### src/rtl/cpu_pkg.sv
// Shared CPU definitions: opcodes with zero-extended immediates, fetch FSM
// state encoding and the NOP word.
package cpu_pkg;

    localparam logic [5:0]  OP_ANDI  = 6'h0C;
    localparam logic [5:0]  OP_ORI   = 6'h0D;
    localparam logic [5:0]  OP_XORI  = 6'h0E;
    localparam logic [5:0]  OP_LUI   = 6'h0F;
    localparam logic [31:0] NOP_WORD = 32'h0000_0000;

    typedef enum logic [1:0] {
        FS_BOOT  = 2'd0,
        FS_FETCH = 2'd1,
        FS_HOLD  = 2'd2
    } fetch_state_t;

    // Logical immediates are zero-extended; everything else sign-extends.
    function automatic logic imm_sign_ext(input logic [5:0] opcode);
        return !(opcode inside {OP_ANDI, OP_ORI, OP_XORI, OP_LUI});
    endfunction

endpackage

### src/rtl/ifid_decode.sv
// Combinational field split of an instruction word plus the immediate
// extender sign-control decode.
module ifid_decode
    import cpu_pkg::*;
#(
    parameter int IMM_W = 16
) (
    input  logic [31:0]      instr,
    output logic [5:0]       opcode,
    output logic [4:0]       rs,
    output logic [4:0]       rt,
    output logic [4:0]       rd,
    output logic [4:0]       shamt,
    output logic [5:0]       funct,
    output logic [IMM_W-1:0] imm16,
    output logic [25:0]      imm26,
    output logic             sign_ext
);

    assign opcode   = instr[31:26];
    assign rs       = instr[25:21];
    assign rt       = instr[20:16];
    assign rd       = instr[15:11];
    assign shamt    = instr[10:6];
    assign funct    = instr[5:0];
    assign imm16    = instr[IMM_W-1:0];
    assign imm26    = instr[25:0];
    assign sign_ext = imm_sign_ext(instr[31:26]);

endmodule

### src/rtl/fetch_ifid.sv
// Instruction-fetch stage with a one-entry skid buffer feeding the IF/ID
// pipeline register and its field decode.
module fetch_ifid
    import cpu_pkg::*;
#(
    parameter logic [31:0] RESET_PC = 32'h0000_0000,
    parameter int          IMM_W    = 16
) (
    input  logic             clk,
    input  logic             rst_n,
    input  logic             stall,
    input  logic             flush,
    input  logic             redirect_valid,
    input  logic [31:0]      redirect_pc,
    output logic             imem_req,
    output logic [31:0]      imem_addr,
    input  logic [31:0]      imem_rdata,
    input  logic             imem_ready,
    output logic             id_valid,
    output logic [31:0]      id_pc,
    output logic [31:0]      id_instr,
    output logic [5:0]       id_opcode,
    output logic [4:0]       id_rs,
    output logic [4:0]       id_rt,
    output logic [4:0]       id_rd,
    output logic [4:0]       id_shamt,
    output logic [5:0]       id_funct,
    output logic [IMM_W-1:0] id_imm16,
    output logic [25:0]      id_imm26,
    output logic             id_sign_ext
);

    fetch_state_t state;
    logic [31:0]  pc_p0;
    logic [31:0]  skid_pc_p0;
    logic [31:0]  skid_instr_p0;
    logic [31:0]  pc_inc;
    logic [31:0]  redirect_tgt;
    logic         accept;

    assign imem_addr    = pc_p0;
    assign pc_inc       = pc_p0 + 32'd4;
    assign redirect_tgt = redirect_pc & 32'hFFFF_FFFC;
    assign accept       = (state == FS_FETCH) && imem_ready;

    // The skid buffer is full exactly while the FSM sits in HOLD.
    always_ff @(posedge clk or negedge rst_n) begin
        if (!rst_n) begin
            state         <= FS_BOOT;
            imem_req      <= 1'b0;
            pc_p0         <= RESET_PC;
            skid_pc_p0    <= 32'd0;
            skid_instr_p0 <= NOP_WORD;
            id_valid      <= 1'b0;
            id_pc         <= 32'd0;
            id_instr      <= NOP_WORD;
        end else if (redirect_valid) begin
            pc_p0    <= redirect_tgt;
            id_valid <= 1'b0;
            state    <= FS_FETCH;
            imem_req <= 1'b1;
        end else if (flush) begin
            // An accepted response is consumed but never reaches IF/ID.
            if (accept) pc_p0 <= pc_inc;
            id_valid <= 1'b0;
            state    <= FS_FETCH;
            imem_req <= 1'b1;
        end else begin
            case (state)
                FS_BOOT: begin
                    state    <= FS_FETCH;
                    imem_req <= 1'b1;
                end
                FS_FETCH: begin
                    if (stall) begin
                        if (imem_ready) begin
                            skid_pc_p0    <= pc_p0;
                            skid_instr_p0 <= imem_rdata;
                            pc_p0         <= pc_inc;
                            state         <= FS_HOLD;
                            imem_req      <= 1'b0;
                        end
                    end else if (imem_ready) begin
                        id_pc    <= pc_p0;
                        id_instr <= imem_rdata;
                        id_valid <= 1'b1;
                        pc_p0    <= pc_inc;
                    end else begin
                        id_valid <= 1'b0;
                    end
                end
                FS_HOLD: begin
                    if (!stall) begin
                        id_pc    <= skid_pc_p0;
                        id_instr <= skid_instr_p0;
                        id_valid <= 1'b1;
                        state    <= FS_FETCH;
                        imem_req <= 1'b1;
                    end
                end
                default: begin
                    state    <= FS_BOOT;
                    imem_req <= 1'b0;
                end
            endcase
        end
    end

    ifid_decode #(.IMM_W(IMM_W)) u_decode (
        .instr    (id_instr),
        .opcode   (id_opcode),
        .rs       (id_rs),
        .rt       (id_rt),
        .rd       (id_rd),
        .shamt    (id_shamt),
        .funct    (id_funct),
        .imm16    (id_imm16),
        .imm26    (id_imm26),
        .sign_ext (id_sign_ext)
    );

endmodule

### config.mk
export PLATFORM = sky130hd
export DESIGN_NAME = fetch_ifid
export DESIGN_NICKNAME = d
export VERILOG_FILES = /design/src/rtl/cpu_pkg.sv /design/src/rtl/ifid_decode.sv /design/src/rtl/fetch_ifid.sv
export SDC_FILE = /design/constraint.sdc
export NUM_CORES = 1
export LEC_CHECK = 0
export BUFFER_PORTS_ARGS = -buffer_cell sky130_fd_sc_hd__clkbuf_2
export CORE_UTILIZATION = 55
export DETAILED_ROUTE_END_ITERATION = 8
export GPL_TIMING_DRIVEN = 0
export PLACE_DENSITY = 0.85
export SLEW_MARGIN = 10
export SYNTH_ARGS = -nofsm -noshare
export SYNTH_HDL_FRONTEND = slang
export SYNTH_SLANG_ARGS = --single-unit
### constraint.sdc
create_clock -name clk -period 3.4 [get_ports clk]
set_input_delay 0.17 -clock clk [delete_from_list [all_inputs] [get_ports clk]]
set_output_delay 0.17 -clock clk [all_outputs]
set_load 0.05 [all_outputs]
== Word level (Yosys, flattened, before mapping) ==
Index checks and enable logic that the tools add are counted.
Storage, ports and cells
  register bits: 164
  latch bits: 0
  RAM bits: 0
  memory bits (read-only): 0
  logic and storage cells: 68
  memories kept: 0
Operators by class
  add/subtract/negate cells: 1
  $mul: 0
  divide/modulo/power cells: 0
  magnitude comparators: 0
  equal/unequal tests: 14
  shifts and indexed selects: 0
  mux-type cells: 30
  bitwise logic cells: 2
  reductions and logical operators: 13
Operators with widths (count)
  32-bit 2-to-1 mux: 11
  32-bit case mux with 2 select lines: 2
  32-bit by 3-bit adder with 32-bit output (second input constant): 1
  6-bit by 4-bit equality test with 1-bit output (second input constant): 4
  4-bit != test (second input constant): 4
  2-bit 2-to-1 mux: 5
  1-bit 2-to-1 mux: 9
  3-bit AND reduction: 3
  4-bit nonzero test: 2
  2-bit != test (second input constant): 3
  2-bit case mux with 3 select lines: 1
  6-bit AND reduction: 1
  3-bit nonzero test: 2
  5-bit AND reduction: 1
  3-bit by 1-bit != test with 1-bit output (second input constant): 1
  1-bit case mux with 3 select lines: 1
  2-bit by 1-bit equality test with 1-bit output (second input constant): 1
  2-bit equality test (second input constant): 1
  2-bit logical NOT: 1
  1-bit inverter: 2
  1-bit case mux with 2 select lines: 1
  2-bit nonzero test: 1
  1-bit logical AND: 1
  1-bit logical NOT: 1

== Depth between registers and ports, before layout ==
Gate-level depths: netlist (run 1).
  word-level depth: 5
  mapped depth: 9
  gate-level depth less buffers: 6

== Modules after synthesis ==
From an unflattened synthesis (run 1), not the netlist that was laid out.
Second synthesis, totals
  cells, all modules: 708
  area total of the unflattened synthesis: 7703.6 µm²
Modules (own cells, without submodules)
  fetch_ifid: instances 1, cells an instance 633, area an instance 7136.8 µm², sequential area each 3928.8 µm²
  ifid_decode: instances 1, cells an instance 75, area an instance 566.8 µm², sequential area each 0.0 µm²

== Worst setup path before layout (run 1) ==
Ideal clock, no wire load.
  path type: register to register
  from: register state[0]
  to: register pc_p0[27] (netlist: imem_addr[27])
  setup time: 0.082 ns
  data arrival time: 2.140 ns
  required time: 3.318 ns
  path slack: 1.178 ns
  stages on the path, launching flop included: 7
  period minus slack after synthesis: 2.222 ns
  cells stage by stage: dfrtp_1 -> ha_1 -> buf_2 -> and4_1 -> and4_1 -> or4b_1 -> a31oi_1
Between the ends
  longest elaborated chain between the ends: 4
RTL lines
  from (decl): line fetch_ifid.sv:33  | fetch_state_t state;
  from (signal assigned): line fetch_ifid.sv:49  | state <= FS_BOOT;
  from (signal assigned): line fetch_ifid.sv:60  | state <= FS_FETCH;
  from (signal assigned): line fetch_ifid.sv:66  | state <= FS_FETCH;
  2-bit by 1-bit equality test with 1-bit output *: line fetch_ifid.sv:44, fetch_ifid.sv:69
  1-bit logical AND: line fetch_ifid.sv:44  | assign accept = (state == FS_FETCH) && imem_ready;
  3-bit by 1-bit != test with 1-bit output (no line)
  3-bit AND reduction (no line) *
  to (signal assigned): line fetch_ifid.sv:58  | pc_p0 <= redirect_tgt;
  to (signal assigned): line fetch_ifid.sv:64  | if (accept) pc_p0 <= pc_inc;
  to (signal assigned): line fetch_ifid.sv:79  | pc_p0 <= pc_inc;
  to (decl): line fetch_ifid.sv:34  | logic [31:0] pc_p0;
Every way passes the cells marked *; elsewhere a longest branch is shown, timed or not.
A chain may end at the register's enable or synchronous reset.

== Worst setup path in the final report (run 1) ==
  from: register state[1]
  to: register id_pc[11]
Between the ends
  longest elaborated chain between the ends: 3
RTL lines
  2-bit by 1-bit equality test with 1-bit output or 2-bit equality test (tied branches): line fetch_ifid.sv:69  | case (state)
  2-bit != test (no line) or 2-bit nonzero test (tied branches)
  6-bit AND reduction (no line)
  to (signal assigned): line fetch_ifid.sv:84  | id_pc <= pc_p0;
  to (signal assigned): line fetch_ifid.sv:94  | id_pc <= skid_pc_p0;
  to (decl): line fetch_ifid.sv:20  | output logic [31:0] id_pc,
Parallel ways exist; a longest one is shown, timed or not.

==> impl_metrics.json, run 1 <==
{
  "n_antenna_cell": 0,
  "synth_cell_types": 37,
  "synth_area_mm2": 0.00771,
  "grt_pass1_vias": 6471,
  "post-route-util_pct": 75.0,
  "nNetsFinal": 1090,
  "root_buffer": "clkbuf_16",
  "maxCapViolations": 0,
  "seq_area_frac_synth_pct": 50.9,
  "tightest_slew_ns": 0.864,
  "initial_core_util_pct": 57.3,
  "drt_wl_total_mm": 20.2,
  "place_congestion": 0.875,
  "holdCritStartpoint": "imem_rdata[29]",
  "worst_slack_ns": 0.814,
  "combPwrFrac_pct": 44.7,
  "sw_frac_of_total_pct": 45.4,
  "rsz0062_at_grt": "no",
  "cp.required_ns": 3.73,
  "finalCritPeriodShare_pct": 76.1,
  "cts_max_level": 4,
  "cp-end-kind": "flop",
  "drc_errors": 0,
  "io_pins": 243,
  "synth_area_leaders": "dfrtp_1 51%, mux2_2 8.5%, mux2i_1 8.3%, buf_4 7.7%, o21ai_0 5.1%",
  "powerDensity_mw_per_mm2": 811,
  "die-area_mm2": 0.0145,
  "hold_violations": 0,
  "ir_drop_mv": 0.483,
  "seqPwrFrac_pct": 33.4,
  "dp_slack_ns": 0.777,
  "port_buffers": 234,
  "setup_viol_count_final": 0,
  "rr_worst_depth": 9,
  "first_pass_iters": 5,
  "holdPathStages": 2,
  "clockBufferDepth": 2,
  "synth_edf_count": 0,
  "ant_nets": 0,
  "wire_per_inst_um": 16.8,
  "tritoncts": "yes",
  "core-area_mm2": 0.0135,
  "switchingPower_w": 0.00371,
  "synth_top_area_share_pct": 50.9,
  "internal_power_w": 0.00447,
  "grt_pass1_wl_mm": 32.2,
  "numClockSinks": 157,
  "clkTransAtPathRegs_ns": 0.06,
  "yosysTopAreaCell": "dfrtp_1",
  "tns_ns": 0,
  "slew_violations": 0,
  "first_iter_violations": 363,
  "numCtsBuffers": 17,
  "arrival_ns": 2.91,
  "dp_hpwl_mm": 13.7,
  "path_class": "flop to flop",
  "fmax_mhz": 387,
  "yosys.cell_count.top_type": "dfrtp_1",
  "status": "complete, no violations",
  "hold_class": "input pin to flop",
  "avgViaCountPerCell": 5.46,
  "power_frac_clock_pct": 21.9,
  "gr-total-overflow": 0,
  "synth_top_flop_cell": "dfrtp_1",
  "synthesis.instances": 719,
  "synthTopCellsByCount": "157 x dfrtp_1, 92 x nand2_1, 79 x buf_4, 79 x o21ai_0, 64 x mux2i_1",
  "design_power_total_w": 0.00818,
  "drive_gt1_share_pct": 40.7,
  "synthToLayoutAreaGrowth_pct": 30.8,
  "synth-seq-cells": 157,
  "max_slew_margin_pct": 42.4,
  "worst_r2r_endpoint": "id_pc[11]",
  "die_y_um": 120,
  "leakagePower_nw": 4.86,
  "yosys_warnings": 0,
  "hold_ws_ns": 0.00514,
  "fin_crit_ns": 2.59,
  "fin_skew_ns": 0.00669,
  "synthArstFlopShare_pct": 100,
  "vias": 6562,
  "r2r_start": "state[1]",
  "die_w_um": 120,
  "std_cell_rows": 42,
  "avgSynthCellArea_um2": 10.7,
  "worst-path-max-fanout": 10,
  "insertion_delay_ns": 0.42,
  "worstHoldEndpoint": "skid_instr_p0[29]",
  "grt.total_usage_pct": 28.8,
  "antenna_found_initial": 0,
  "grt_start_max_net_pins": 81,
  "r2r_slack_ns": 0.81,
  "start_kind": "flop"
}
placed cells by master, fill, tap and decap left out, types with 4 or more instances in the layout:
cell and count:
xor2_1 9, o31ai_1 10, ha_1 5, dlygate4sd3_1 39
buf_4 79, conb_1 4, o211ai_1 5, mux2_2 58
a31oi_1 14, buf_2 17, clkbuf_16 17, nor2_1 18
inv_1 7, and4_1 10, nand2_1 92, clkbuf_2 233
dfrtp_1 157, mux2i_1 64, buf_1 8, or4_1 14
o21ai_0 79, clkinv_2 6, nand3_1 13, nand4_1 14
clkbuf_1 23
per-stage QoR:
stage | instance area, µm² | cells
2_1_floorplan | 7720 | 722
3_3_place_gp | 9110 | 1132
3_5_place_dp | 9150 | 1133
4_1_cts | 10100 | 1201
5_1_grt | 10100 | 1201
6_report | 10100 | 1201
flip-flops by register name, summed over array words and instances (netlist names):
signal and cells:
imem_addr 30, id_pc 30, id_valid 1, skid_pc_p0 30, id_instr 32, skid_instr_p0 32
state 2
logic make-up (layout without fill, tap and decap cells):
| group | after synthesis | in the layout | share of synthesized area [%] |
|---|---|---|---|
| XOR/XNOR | 10 | 10 | 1.14 |
| adder cells (fa/ha/maj) | 5 | 5 | 0.811 |
| buffers and inverters | 132 | 435 | 10.5 |
| multiplexers | 122 | 122 | 16.8 |
| AND/OR/NAND/NOR | 172 | 172 | 10.8 |
| flip-flops | 157 | 157 | 50.9 |
| other | 1 | 4 | 0.0486 |
| AO/OA/AOI/OAI | 120 | 120 | 8.89 |
worst max-delay path, cell delays in order, from the launching register on:
cell and delay (ns):
dfrtp_1 0.39, inv_1 0.11, ha_1 0.14, buf_2 0.19, a21oi_1 0.06, o211ai_1 0.54, clkbuf_1 0.52, buf_2 0.36
nand2_1 0.07, o21ai_0 0.09
layout make-up:
type | count | area, µm²
clock inverters | 9 | 97.6
plain buffers | 125 | 787
repair buffers | 274 | 1600
flip-flops and latches | 157 | 3930
inverters | 7 | 26.3
fillers | 930 | 3370
multi-input cells | 433 | 2980
clock buffers | 20 | 447
well taps | 176 | 220
power groups by stage:
stage / clock network (W) / logic (W) / registers [W]
after floorplan: 0 / 0.00193 / 0.00363
after global placement: 0 / 0.00357 / 0.00272
after detailed placement: 0 / 0.00362 / 0.00275
after CTS: 0.00180 / 0.00367 / 0.00273
after global routing: 0.00189 / 0.00385 / 0.00280
final: 0.00179 / 0.00366 / 0.00273
worst max-delay path by stage:
stage,start,endpoint,cells after the start
floorplan,state[0],imem_addr[27],6
global placement,rst_n,id_instr[24],1
detailed placement,state[1],id_pc[11],9
global route,state[1],id_pc[11],9
finish,state[1],id_pc[11],9
CTS,state[1],id_pc[11],9
metal layers:
metal / up-vias / track usage (%) / wire, µm
met5: - / 0 / 0
met1: 3184 / 33.9 / 7850
met4: 0 / 11.9 / 508
met2: 291 / 51.1 / 10400
li1: 3040 / - / -
met3: 47 / 5.94 / 1350
what timing repair did:
| item | in CTS | in global routing |
|---|---|---|
| endpoints found under the hold margin | 116 | 0 |
| setup endpoints to repair | 0 | 0 |
| hold buffers | 39 | 0 |
| gates resized for setup | 0 | 0 |
| buffers inserted | 0 | 0 |
Note: power is estimated with default switching activity, not from simulation.
==> run 2: changes to the inputs <==
- CORE_UTILIZATION: 55 -> 47
- PLACE_DENSITY: 0.85 -> 0.77
- clock period: 3.4 -> 2.3 ns (I/O delays scaled with it)
==> run 2 against run 1 <==
- largest cell class unchanged
- critical path type unchanged
- setup slack worse by 0.66 ns
- global-route usage fell by 3.7 points
- cell count up 5.7%
- via count shrank 0.81%
- sequential power rose by 48%
- critical endpoint is now skid_pc_p0[20]
==> impl_metrics.json, run 2 (synthesis results as in run 1) <==
{
  "start_kind": "flop",
  "largest_registers": "id_instr: 32 flops, skid_instr_p0: 32 flops",
  "grt.total_usage_pct": 25.1,
  "ir_drop_mv": 0.724,
  "grt_pass1_wl_mm": 32.2,
  "std_cell_rows": 46,
  "insertion_delay_ns": 0.42,
  "core-area_mm2": 0.0159,
  "worst_slack_ns": 0.156,
  "place_congestion": 0.882,
  "gr-total-overflow": 0,
  "dp_hpwl_mm": 14.0,
  "fin_cells": 1269,
  "drc_errors": 0,
  "hold_ws_ns": 0.0361,
  "grt_pass1_vias": 6150,
  "avgViaCountPerCell": 5.13,
  "die_y_um": 130,
  "dp_slack_ns": -0.451,
  "n_antenna_cell": 0,
  "final_cell_mix": "243 x clkbuf_2, 157 x dfrtp_1, 91 x nand2_1",
  "fin_skew_ns": 0.00914,
  "numClockSinks": 157,
  "rsz0062_at_grt": "yes",
  "status": "complete, no violations",
  "numCtsBuffers": 17,
  "path_class": "flop to flop",
  "slew_violations": 0,
  "clockBufferDepth": 2,
  "hold_violations": 0,
  "wire_per_inst_um": 16.3,
  "synthToLayoutAreaGrowth_pct": 35.4,
  "fmax_mhz": 466,
  "port_buffers": 234,
  "ant_nets": 0,
  "fin_crit_ns": 2.14,
  "first_pass_iters": 5,
  "max_slew_margin_pct": 50.5,
  "drive_gt1_share_pct": 41.2,
  "placed_cells": 1173,
  "finalCritPeriodShare_pct": 93.2,
  "antenna_found_initial": 0,
  "die-area_mm2": 0.0169,
  "clkTransAtPathRegs_ns": 0.06,
  "arrival_ns": 2.45,
  "die_w_um": 130,
  "vias": 6509,
  "setup_viol_count_final": 0,
  "nNetsFinal": 1115,
  "cp.required_ns": 2.61,
  "drt_wl_total_mm": 20.7,
  "post-route-util_pct": 65.5,
  "cp-end-kind": "flop",
  "cts_max_level": 4,
  "grt_start_max_net_pins": 101,
  "layout_commonest_cell": "clkbuf_2",
  "tritoncts": "yes",
  "tightest_slew_ns": 0.743,
  "initial_core_util_pct": 48.4,
  "leakagePower_nw": 5.00,
  "first_iter_violations": 428,
  "io_pins": 243,
  "maxCapViolations": 0,
  "hold_class": "input pin to flop",
  "powerDensity_mw_per_mm2": 1170,
  "root_buffer": "clkbuf_16",
  "worst-path-max-fanout": 10
}
==> run 2: changes by cell type in the layout (fill, tap and decap cells not counted), moves of 3 or more <==
cell,previous run,this run
clkinv_2,6,3
dlygate4sd3_1,39,63
clkbuf_2,233,243
clkbuf_1,23,19
buf_1,8,2
==> run 2: final cells by class <==
| class | count | area [µm²] |
|---|---|---|
| buffer | 124 | 796 |
| sequential | 157 | 3930 |
| clock inverter | 10 | 115 |
| clock buffer | 22 | 464 |
| tap | 216 | 270 |
| fill | 1258 | 5500 |
| multi-input combinational | 433 | 2990 |
| timing repair buffer | 300 | 1850 |
| inverter | 7 | 26.3 |
==> run 2: path summary, 6_finish.rpt <==
check	endpoint	slack (ns)	start	cells after the start
worst max-delay path	skid_pc_p0[20]	0.16	state[0]	6
worst min-delay path	imem_addr[16]	0.04	redirect_pc[16]	3
worst max register to register	skid_pc_p0[20]	0.16	state[0]	6
worst min register to register	id_pc[30]	0.48	id_pc[30]	2
max in group asynchronous	imem_addr[3]	1.24	rst_n	3
min in group asynchronous	id_instr[2]	0.21	rst_n	2
==> run 2: worst max-delay path, cell delays in order (launching register included) <==
cell      delay [ns]
dfrtp_1         0.43
ha_1            0.21
buf_2           0.17
nand4_1         0.18
clkbuf_2        0.31
buf_2           0.35
mux2_2          0.37
==> run 2: timing repair <==
| item | 4_1_cts | 5_1_grt |
|---|---|---|
| hold endpoints to repair | 142 | 0 |
| gates resized for setup | 3 | 14 |
| cloned | 0 | 0 |
| endpoints found under the setup margin | 100 | 71 |
| setup buffers | 2 | 0 |
| pin swaps | 1 | 0 |
| hold buffers | 63 | 0 |
==> run 2: where the power goes <==
group,switching [W],internal (W)
Clock,0.00111,0.00165
Sequential,0.000563,0.00347
Combinational,0.00390,0.00157
==> run 2: per-stage QoR <==
step / setup TNS [ns] / total power [W] / instance area (µm²)
after global routing: -0.000218 / 0.0128 / 10400
after CTS: 0 / 0.0123 / 10400
after detailed placement: -29.42 / 0.00945 / 9200
after global placement: -286.68 / 0.00933 / 9160
after floorplan: 0 / 0.00821 / 7720
final: 0 / 0.0123 / 10400
==> run 2: routing by layer <==
metal  global-route usage [%]  up-vias  part of all wire (%)
li1                         -     3114                     -
met1                     31.6     3137                    42
met2                     43.1      236                    51
met3                     4.92       22                   5.5
met4                     8.96        0                   1.6
met5                        0        -                     0
